==> config.mk <==
export PLATFORM = sky130hd
export DESIGN_NAME = adder_display_ctrl_flat
export DESIGN_NICKNAME = d
export VERILOG_FILES = /design/src/rtl/adder_display_pkg.sv /design/src/rtl/adder_display_ctrl_if.sv /design/src/rtl/adder_display_ctrl_seg_scan_mux.sv /design/src/rtl/adder_display_ctrl.sv /design/src/flat_wrapper.sv
export SDC_FILE = /design/constraint.sdc
export NUM_CORES = 1
export LEC_CHECK = 0
export BUFFER_PORTS_ARGS = -buffer_cell sky130_fd_sc_hd__buf_2
export CORE_MARGIN = 1.5
export CORE_UTILIZATION = 45
export CTS_CLUSTER_SIZE = 16
export DETAILED_ROUTE_END_ITERATION = 12
export PLACE_DENSITY = 0.84
export REMOVE_ABC_BUFFERS = 1
export SLEW_MARGIN = 5
export SYNTH_ARGS = -nofsm -noshare
export SYNTH_HDL_FRONTEND = slang
export SYNTH_SLANG_ARGS = --single-unit
==> constraint.sdc <==
create_clock -name clk -period 1.4 [get_ports clk]
set_clock_uncertainty 0.05 [all_clocks]
set_input_delay 0.28 -clock clk [delete_from_list [all_inputs] [get_ports clk]]
set_output_delay 0.28 -clock clk [all_outputs]
set_load 0.05 [all_outputs]
==> src/rtl/adder_display_pkg.sv <==
// Shared types and constants for the operand-entry sequencer and its display scanner.
package adder_display_pkg;

  typedef enum logic [1:0] {
    S_IDLE   = 2'b00,
    S_WAIT_B = 2'b01,
    S_SHOW   = 2'b10
  } state_t;

  localparam logic [1:0] AN_BLANK  = 2'b11;
  localparam logic [6:0] SEG_BLANK = 7'h7F;

endpackage

==> src/rtl/adder_display_ctrl_if.sv <==
// Board-side bundle: switches/buttons in, adder operands out, adder segments in, scanned display out.
interface adder_display_ctrl_if #(
  parameter int DW = 6
);
  logic [DW-1:0] sw;
  logic          btn_load;
  logic          btn_clear;
  logic [DW-1:0] sayi1;
  logic [DW-1:0] sayi2;
  logic [13:0]   seg_in;
  logic          dp_in;
  logic [6:0]    seg_out;
  logic          dp_out;
  logic [1:0]    an;
  logic [1:0]    state_o;

  modport slave (
    input  sw, btn_load, btn_clear, seg_in, dp_in,
    output sayi1, sayi2, seg_out, dp_out, an, state_o
  );

  modport master (
    output sw, btn_load, btn_clear, seg_in, dp_in,
    input  sayi1, sayi2, seg_out, dp_out, an, state_o
  );
endinterface

==> src/rtl/adder_display_ctrl_seg_scan_mux.sv <==
// Two-digit 7-segment scanner: a SCAN_DIV-cycle slot counter toggles the active digit,
// and the registered segment/anode mux shows that digit (or blanks everything).
module seg_scan_mux
  import adder_display_pkg::*;
#(
  parameter int SCAN_DIV = 100000
) (
  input  logic        clk,
  input  logic        rst,
  input  logic        blank,
  input  logic [13:0] seg_in,
  input  logic        dp_in,
  output logic [6:0]  seg_out,
  output logic        dp_out,
  output logic [1:0]  an
);

  localparam int CW = (SCAN_DIV > 2) ? $clog2(SCAN_DIV) : 1;

  logic [CW-1:0] scan_cnt_q, scan_cnt_d;
  logic          digit_q, digit_d;
  logic          wrap;
  logic [6:0]    seg_q, seg_d;
  logic          dp_q, dp_d;
  logic [1:0]    an_q, an_d;

  always_comb begin
    wrap       = (scan_cnt_q == CW'(SCAN_DIV - 1));
    scan_cnt_d = wrap ? '0 : scan_cnt_q + 1'b1;
    digit_d    = digit_q ^ wrap;
  end

  // Anode gi is driven low only while its digit is the active one and the display is live.
  for (genvar gi = 0; gi < 2; gi++) begin : g_anode
    assign an_d[gi] = blank | (digit_q != 1'(gi));
  end

  always_comb begin
    seg_d = SEG_BLANK;
    dp_d  = 1'b1;
    if (!blank) begin
      if (digit_q) begin
        seg_d = seg_in[13:7];
        dp_d  = ~dp_in;
      end else begin
        seg_d = seg_in[6:0];
      end
    end
  end

  always_ff @(posedge clk) begin
    if (rst) begin
      scan_cnt_q <= '0;
      digit_q    <= 1'b0;
      seg_q      <= SEG_BLANK;
      dp_q       <= 1'b1;
      an_q       <= AN_BLANK;
    end else begin
      scan_cnt_q <= scan_cnt_d;
      digit_q    <= digit_d;
      seg_q      <= seg_d;
      dp_q       <= dp_d;
      an_q       <= an_d;
    end
  end

  assign seg_out = seg_q;
  assign dp_out  = dp_q;
  assign an      = an_q;

endmodule

==> src/rtl/adder_display_ctrl.sv <==
// Operand-entry sequencer: two LOAD presses capture A then B from the switches for the adder;
// the adder's two-digit result is scanned onto the shared 7-segment bus, blank while idle.
module adder_display_ctrl
  import adder_display_pkg::*;
#(
  parameter int DW       = 6,
  parameter int SCAN_DIV = 100000
) (
  input logic                clk,
  input logic                rst,
  adder_display_ctrl_if.slave bus
);

  state_t        state_q, state_d;
  logic [DW-1:0] op_a_q, op_a_d;
  logic [DW-1:0] op_b_q, op_b_d;
  logic          load_q, load_d;
  logic          load_rise;

  always_comb begin
    load_d    = bus.btn_load;
    load_rise = bus.btn_load & ~load_q;
  end

  // Clear has priority over a simultaneous load press.
  always_comb begin
    state_d = state_q;
    op_a_d  = op_a_q;
    op_b_d  = op_b_q;
    if (bus.btn_clear) begin
      state_d = S_IDLE;
      op_a_d  = '0;
      op_b_d  = '0;
    end else if (load_rise) begin
      case (state_q)
        S_WAIT_B: begin
          op_b_d  = bus.sw;
          state_d = S_SHOW;
        end
        default: begin
          op_a_d  = bus.sw;
          op_b_d  = '0;
          state_d = S_WAIT_B;
        end
      endcase
    end
  end

  always_ff @(posedge clk) begin
    if (rst) begin
      state_q <= S_IDLE;
      op_a_q  <= '0;
      op_b_q  <= '0;
      load_q  <= 1'b0;
    end else begin
      state_q <= state_d;
      op_a_q  <= op_a_d;
      op_b_q  <= op_b_d;
      load_q  <= load_d;
    end
  end

  assign bus.sayi1   = op_a_q;
  assign bus.sayi2   = op_b_q;
  assign bus.state_o = state_q;

  seg_scan_mux #(
    .SCAN_DIV (SCAN_DIV)
  ) u_scan (
    .clk     (clk),
    .rst     (rst),
    .blank   (state_q == S_IDLE),
    .seg_in  (bus.seg_in),
    .dp_in   (bus.dp_in),
    .seg_out (bus.seg_out),
    .dp_out  (bus.dp_out),
    .an      (bus.an)
  );

endmodule

==> src/flat_wrapper.sv <==
// flat-port wrapper written by rule: the top's interface ports become plain ports
module adder_display_ctrl_flat import adder_display_pkg::*;
#(
  parameter int DW       = 6,
  parameter int SCAN_DIV = 100000
)
  (clk, rst, bus_sw, bus_btn_load, bus_btn_clear, bus_seg_in, bus_dp_in, bus_sayi1, bus_sayi2, bus_seg_out, bus_dp_out, bus_an, bus_state_o);
  adder_display_ctrl_if #(.DW(DW)) bus_i ();
  input logic clk;
  input logic rst;
  input wire logic [$bits(bus_i.sw)-1:0] bus_sw;
  input wire logic [$bits(bus_i.btn_load)-1:0] bus_btn_load;
  input wire logic [$bits(bus_i.btn_clear)-1:0] bus_btn_clear;
  input wire logic [$bits(bus_i.seg_in)-1:0] bus_seg_in;
  input wire logic [$bits(bus_i.dp_in)-1:0] bus_dp_in;
  output wire logic [$bits(bus_i.sayi1)-1:0] bus_sayi1;
  output wire logic [$bits(bus_i.sayi2)-1:0] bus_sayi2;
  output wire logic [$bits(bus_i.seg_out)-1:0] bus_seg_out;
  output wire logic [$bits(bus_i.dp_out)-1:0] bus_dp_out;
  output wire logic [$bits(bus_i.an)-1:0] bus_an;
  output wire logic [$bits(bus_i.state_o)-1:0] bus_state_o;
  assign bus_i.sw = bus_sw;
  assign bus_i.btn_load = bus_btn_load;
  assign bus_i.btn_clear = bus_btn_clear;
  assign bus_i.seg_in = bus_seg_in;
  assign bus_i.dp_in = bus_dp_in;
  assign bus_sayi1 = bus_i.sayi1;
  assign bus_sayi2 = bus_i.sayi2;
  assign bus_seg_out = bus_i.seg_out;
  assign bus_dp_out = bus_i.dp_out;
  assign bus_an = bus_i.an;
  assign bus_state_o = bus_i.state_o;
  adder_display_ctrl #(.DW(DW), .SCAN_DIV(SCAN_DIV)) u_core (.clk(clk), .rst(rst), .bus(bus_i));
endmodule
==> results.toml, run 1 <==
[finish]
layout.cells.most_common = "sky130_fd_sc_hd__buf_2"
nNetsFinal = 260
fillCellCount = 296
layout_area_growth_over_synthesis_pct = 34.2
number_of_antenna_cells_inserted = 0
final_cell_area_mm2 = 0.00226
final_cell_mix = "sky130_fd_sc_hd__buf_2, sky130_fd_sc_hd__dfxtp_1, sky130_fd_sc_hd__nor2_1"
final_util_pct = 62.3
drive_gt1_share_pct = 43.0

[global_route]
maximum_number_of_pins_on_one_net_before_global_route_repair = 15
gr-total-overflow = 0
wire_length_of_the_first_global_routing_pass_um = 5550
grt_pass1_vias = 1254
grt_usage_pct = 17.4
number_of_antenna_violations_at_the_first_check_in_global_routing = 0

[floorplan]
die_h_um = 64.2
row_count = 22
die-width_um = 64.2
full_die_area_mm2 = 0.00413
start_util_pct = 46.5
boundaryPins = 49
coreArea_mm2 = 0.00363

[timing]
layout_worst_path_cycle_share_pct = 98.5
maxSlewViolCount = 0
tightest_slew_ns = 0.298
grt_setup_unrepaired = "yes"
report.final.setup_viol = 0
max_slew_margin_pct = 80.1
achievable_frequency_mhz = 725
finalWorstPathRequiredPeriod_ns = 1.38
worst_hold_slack_ns = 0.121
final-hold-violation-count = 0

[setup_path]
cp_data_arrival_time_ns = 1.52
critical_path_max_stage_delay_ns = 0.36
timing_worst_setup_path_type = "reg2reg"
worst-path-max-fanout = 4
cpLargestDelayFamily = "simple AND/OR/NAND/NOR gates"
endpoint_kind_of_the_worst_setup_timing_path = "flip-flop"
cp.depth = 5
worst_ep_required_time_ns = 1.54
crit_chain = "ha_4 > nand4_1 > nor4_2 > xnor2_1 > nor2_1"
rr_worst_depth = 5
crit_path_max_delay_cell_type = "sky130_fd_sc_hd__dfxtp_2"
worst_setup_path_start_kind = "flip-flop"
critical_path_buffer_and_inverter_count = 0

[route]
postRouteWirelength_um = 3350
number_of_routed_nets_with_antenna_violations = 0
wire_per_inst_um = 11.8
route.layer.met1.wl_um = 1470
highest_layer = "met4"
remaining_drc_errors = 0
detailedRoute.firstIterationViolations = 60
met2_length_um = 1660
route.met3.wl_um = 173
drt_pass1_iterations = 4
vias = 1372
via_per_inst = 4.85

[placed_design]
port_buffers = 48
place_hpwl_um = 2550
routabilityCongestion = 0.786
dpl_cell_area_mm2 = 0.00213

[power]
power-per-cell-area_mw_per_mm2 = 1010
p_leak_nw = 0.931
irDropWorstVdd_mv = 0.887
report.power.total_mw = 2.29

[clock_tree]
cts_root_buf = "sky130_fd_sc_hd__clkbuf_8"
clock_insertion_delay_at_the_later_pin_of_the_skew_report_ns = 0.30
cts_post_setup_buffers_inserted = 0
cts_buf_count = 5
cts_hold_repair.buffers = 0
ctsLongestPathBuffers = 2
clock_input_transition_at_the_sequential_cells_of_the_worst_setup_and_hold_paths_ns = 0.08
cts_tree = "yes"
htree_levels = 2
cts_sinks = 43

[synthesis]
yosysWarnings = 0
ys_seq_area_share_pct = 51.0
synth_cells = 163
synth.lib_cells_used.distinct = 31
syn_avg_cell_area_um2 = 10.4
postSynthRegisterBits = 43
netlist_area_before_placement_mm2 = 0.00169

[run]
maxCapViolCount = 0

[run_status]
status = "finished, final reports clean"

[hold_path]
timing.hold.worst_path_depth = 2
min_path_type = "in2reg"
-- timing repair --
item,4_1_cts,5_1_grt
pin swaps,1,4
endpoints found under the setup margin,9,17
hold endpoints to repair,0,0
resized for setup,5,8
-- kinds of logic (layout without fill, tap and decap cells) --
family / count (synthesis) / after routing / share of synthesized area (%)
AND/OR/NAND/NOR: 72 / 72 / 26.2
flip-flops: 43 / 43 / 51.0
XOR/XNOR: 16 / 16 / 8.30
AO/OA/AOI/OAI: 15 / 15 / 7.56
buffers and inverters: 10 / 82 / 2.59
multiplexers: 6 / 6 / 3.56
adder cells (fa/ha/maj): 1 / 1 / 0.741
-- per-layer routing --
metal | GRT usage [%] | vias to the layer above
li1 | - | 705
met1 | 20.7 | 619
met2 | 29.0 | 42
met3 | 4.05 | 6
met4 | 9.31 | 0
met5 | 0 | -
-- worst register-to-register path, cell delays in order (launching register included) --
cell                      delay (ns)
sky130_fd_sc_hd__dfxtp_2        0.36
sky130_fd_sc_hd__ha_4           0.13
sky130_fd_sc_hd__nand4_1        0.20
sky130_fd_sc_hd__nor4_2         0.33
sky130_fd_sc_hd__xnor2_1        0.15
sky130_fd_sc_hd__nor2_1         0.06
-- state kept, by name, indices dropped and copies added (netlist names) --
signal                    flops
u_core.load_q                 1
u_core.u_scan.an              2
u_core.u_scan.dp_out          1
u_core.u_scan.digit_q         1
u_core.u_scan.seg_out         7
u_core.bus.sayi1              6
u_core.bus.sayi2              6
u_core.bus.state_o            2
u_core.u_scan.scan_cnt_q     17
-- cell usage after synthesis --
library cell	count	area, um^2
sky130_fd_sc_hd__a21oi_1	1	5.00
sky130_fd_sc_hd__a21oi_4	1	16.3
sky130_fd_sc_hd__a22oi_1	6	45.0
sky130_fd_sc_hd__and4_1	1	8.76
sky130_fd_sc_hd__and4bb_1	2	25.0
sky130_fd_sc_hd__buf_2	2	10.0
sky130_fd_sc_hd__buf_4	1	7.51
sky130_fd_sc_hd__clkbuf_1	3	11.3
sky130_fd_sc_hd__dfxtp_1	43	861
sky130_fd_sc_hd__ha_1	1	12.5
sky130_fd_sc_hd__inv_1	4	15.0
sky130_fd_sc_hd__mux2i_1	6	60.1
sky130_fd_sc_hd__nand2_1	5	18.8
sky130_fd_sc_hd__nand2b_1	1	6.26
sky130_fd_sc_hd__nand2b_2	1	8.76
sky130_fd_sc_hd__nand3_1	6	30.0
sky130_fd_sc_hd__nand4_1	4	25.0
sky130_fd_sc_hd__nand4_4	2	42.5
sky130_fd_sc_hd__nor2_1	31	116
sky130_fd_sc_hd__nor2_2	3	18.8
sky130_fd_sc_hd__nor2b_1	2	12.5
sky130_fd_sc_hd__nor3_1	5	25.0
sky130_fd_sc_hd__nor3b_2	1	12.5
sky130_fd_sc_hd__nor4_2	4	50.1
sky130_fd_sc_hd__nor4_4	1	21.3
sky130_fd_sc_hd__nor4b_1	1	8.76
sky130_fd_sc_hd__o22a_1	7	61.3
sky130_fd_sc_hd__or2_2	1	6.26
sky130_fd_sc_hd__or3_1	1	6.26
sky130_fd_sc_hd__xnor2_1	11	96.3
sky130_fd_sc_hd__xor2_1	5	43.8
-- report_power, final --
part	switching (mW)	internal [mW]	leakage [nW]	total, mW
Combinational	0.120	0.0883	0.534	0.209
Sequential	0.0122	1.24	0.350	1.26
Clock	0.419	0.402	0.0474	0.821
Total	0.551	1.74	0.931	2.29
-- through the flow --
step	instances	setup TNS, ns	setup WS [ns]
2_1_floorplan	157	-2.52	-0.186
3_3_place_gp	276	0	0.00562
3_5_place_dp	276	-0.0746	-0.0365
4_1_cts	283	0	0.000984
5_1_grt	283	-0.611	-0.0810
6_report	283	0	0.0205
-- area by class of cell --
class / instances / area (um^2) / share of cell area (%)
timing repair buffer: 70 / 415 / 18.3
inverter: 4 / 15.0 / 0.663
multi-input combinational: 110 / 810 / 35.7
sequential: 43 / 866 / 38.2
clock inverter: 2 / 16.3 / 0.718
clock buffer: 6 / 82.6 / 3.65
tap: 48 / 60.1 / 2.65
-- path summary, 6_finish.rpt --
kind                               start                           end  slack (ns)
max          u_core.u_scan.scan_cnt_q[1]  u_core.u_scan.scan_cnt_q[14]        0.02
min                            bus_dp_in          u_core.u_scan.dp_out        0.12
min reg2reg        u_core.u_scan.digit_q          u_core.u_scan.dp_out        0.39
max reg2reg  u_core.u_scan.scan_cnt_q[1]  u_core.u_scan.scan_cnt_q[14]        0.02
(Power assumes the default switching activity.)
==> inputs of run 2 (changes only) <==
==> constraint.sdc (replaced) <==
create_clock -name clk -period 1.4 [get_ports clk]
set_clock_uncertainty 0.05 [all_clocks]
set_input_delay 0.28 -clock clk [delete_from_list [all_inputs] [get_ports clk]]
set_output_delay 0.28 -clock clk [all_outputs]
set_load 0.1 [all_outputs]
==> results.toml, run 2 (synthesis results as in run 1) <==
[route]
vias = 1467
postRouteWirelength_um = 3810
wire_per_inst_um = 13.3
number_of_routed_nets_with_antenna_violations = 0
detailedRoute.firstIterationViolations = 60
remaining_drc_errors = 0
drt_pass1_iterations = 4
via_per_inst = 5.11

[clock_tree]
clock_input_transition_at_the_sequential_cells_of_the_worst_setup_and_hold_paths_ns = 0.07
clock_insertion_delay_at_the_later_pin_of_the_skew_report_ns = 0.30
cts_tree = "yes"
cts_buf_count = 5
cts_sinks = 43
cts_root_buf = "sky130_fd_sc_hd__clkbuf_8"
htree_levels = 2
ctsLongestPathBuffers = 2

[timing]
finalWorstPathRequiredPeriod_ns = 1.42
report.final.setup_viol = 2
max_slew_margin_pct = 67.8
grt_setup_unrepaired = "yes"
achievable_frequency_mhz = 705
setup_ws_ns = -0.0176
tightest_slew_ns = 0.486
maxSlewViolCount = 0
final-hold-violation-count = 0
layout_worst_path_cycle_share_pct = 101

[setup_path]
worst-path-max-fanout = 3
crit_start = "u_core.u_scan.scan_cnt_q[1]"
cp_data_arrival_time_ns = 1.56
worst_r2r_startpoint = "u_core.u_scan.scan_cnt_q[1]"
worst_ep_required_time_ns = 1.54
worst_setup_path_start_kind = "flip-flop"
crit_chain = "ha_4 > nand4_1 > buf_4 > nor3_2 > xnor2_1 > nor2_1"
endpoint_kind_of_the_worst_setup_timing_path = "flip-flop"
critical_path_max_stage_delay_ns = 0.36
crit_path_max_delay_cell_type = "sky130_fd_sc_hd__dfxtp_2"
timing_worst_setup_path_type = "reg2reg"

[run_status]
failed_checks = "negative setup slack"
status = "finished with violations"

[hold_path]
timing.hold.worst.start = "bus_dp_in"
min_path_type = "in2reg"

[floorplan]
boundaryPins = 49
die-width_um = 64.2
start_util_pct = 46.5
row_count = 22
full_die_area_mm2 = 0.00413
die_h_um = 64.2
coreArea_mm2 = 0.00363

[finish]
max_flop_register = "u_core.u_scan.scan_cnt_q"
layout.cells.most_common = "sky130_fd_sc_hd__dfxtp_1"
largest_register_ffs = 17
layout_area_growth_over_synthesis_pct = 42.3
drive_gt1_share_pct = 43.9
fillCellCount = 284
nNetsFinal = 265
number_of_antenna_cells_inserted = 0
final_cell_area_mm2 = 0.00240
final_cell_mix = "sky130_fd_sc_hd__dfxtp_1, sky130_fd_sc_hd__buf_2, sky130_fd_sc_hd__buf_4"

[placed_design]
dpl_cell_area_mm2 = 0.00218
routabilityCongestion = 0.807
port_buffers = 48
place_hpwl_um = 2570

[power]
power_frac_seq_pct = 51.2
irDropWorstVdd_mv = 0.855
power.combinational.fraction_pct = 11.0
power_switching_mw = 0.594
p_sw_share_pct = 24.2
power_report.internal_total_mw = 1.86
p_leak_nw = 1.00
report.power.total_mw = 2.46
power-per-cell-area_mw_per_mm2 = 1020
clockPowerShare_pct = 37.8

[global_route]
number_of_antenna_violations_at_the_first_check_in_global_routing = 0
maximum_number_of_pins_on_one_net_before_global_route_repair = 15
wire_length_of_the_first_global_routing_pass_um = 6140
grt_pass1_vias = 1437
grt_usage_pct = 19.4
gr-total-overflow = 0

[run]
maxCapViolCount = 0
run 2: per-stage QoR:
step	instances	utilization (%)	setup TNS [ns]	setup WS, ns	hold WS [ns]
3_3_place_gp	277	60.1	-0.0198	-0.0198	0.363
3_5_place_dp	277	60.1	-0.156	-0.0701	0.372
2_1_floorplan	157	-	-10.91	-0.531	0.302
4_1_cts	285	64.5	0	0.00116	0.100
5_1_grt	287	66.1	-0.829	-0.0951	0.107
6_report	287	66.1	-0.0180	-0.0176	0.109
run 2: layout make-up:
| class | instances | area [um^2] | area share [%] |
|---|---|---|---|
| repair buffers | 75 | 523 | 21.8 |
| inverters | 4 | 15.0 | 0.625 |
| flip-flops and latches | 43 | 867 | 36.1 |
| clock buffers | 5 | 68.8 | 2.87 |
| clock inverters | 2 | 37.5 | 1.56 |
| well taps | 48 | 60.1 | 2.50 |
| multi-input cells | 110 | 830 | 34.5 |
run 2: critical path, delay by kind of cell, from the launching register on:
kind / cells / cell delay (ns)
xor gates and xnor gates: 1 / 0.16
adders and majority gates: 1 / 0.15
buffers and inverters: 1 / 0.19
DFF: 1 / 0.36
and+or+nand+nor: 3 / 0.40
run 2: final timing paths:
kind / slack (ns) / cells past startpoint / end
setup / recovery: -0.02 / 6 / u_core.u_scan.scan_cnt_q[12]
hold / removal: 0.11 / 2 / u_core.u_scan.dp_out
hold reg to reg: 0.39 / 1 / u_core.u_scan.dp_out
setup reg to reg: -0.02 / 6 / u_core.u_scan.scan_cnt_q[12]
run 2: repair_timing:
item                       in CTS  in global routing
setup buffers                   1                  2
setup endpoints to repair      21                 27
hold buffers                    0                  0
pin swaps                       5                  3
resized for setup              15                 10
run 2: per-layer routing:
metal	part of all wire [%]	routed length [um]	global-route usage, %	vias up
met3	4.9	188	5.46	12
met2	52	2000	34.8	43
met1	40	1510	20.2	699
met4	2.8	107	11.2	0
met5	0	0	0	-
li1	-	-	-	713
run 2: power by group through the flow:
stage	Combinational [mW]	Sequential (mW)	Clock [mW]
6_report	0.270	1.26	0.929
2_1_floorplan	0.0638	1.38	0
4_1_cts	0.263	1.26	0.958
5_1_grt	0.287	1.26	0.992
3_3_place_gp	0.247	1.28	0
3_5_place_dp	0.251	1.28	0
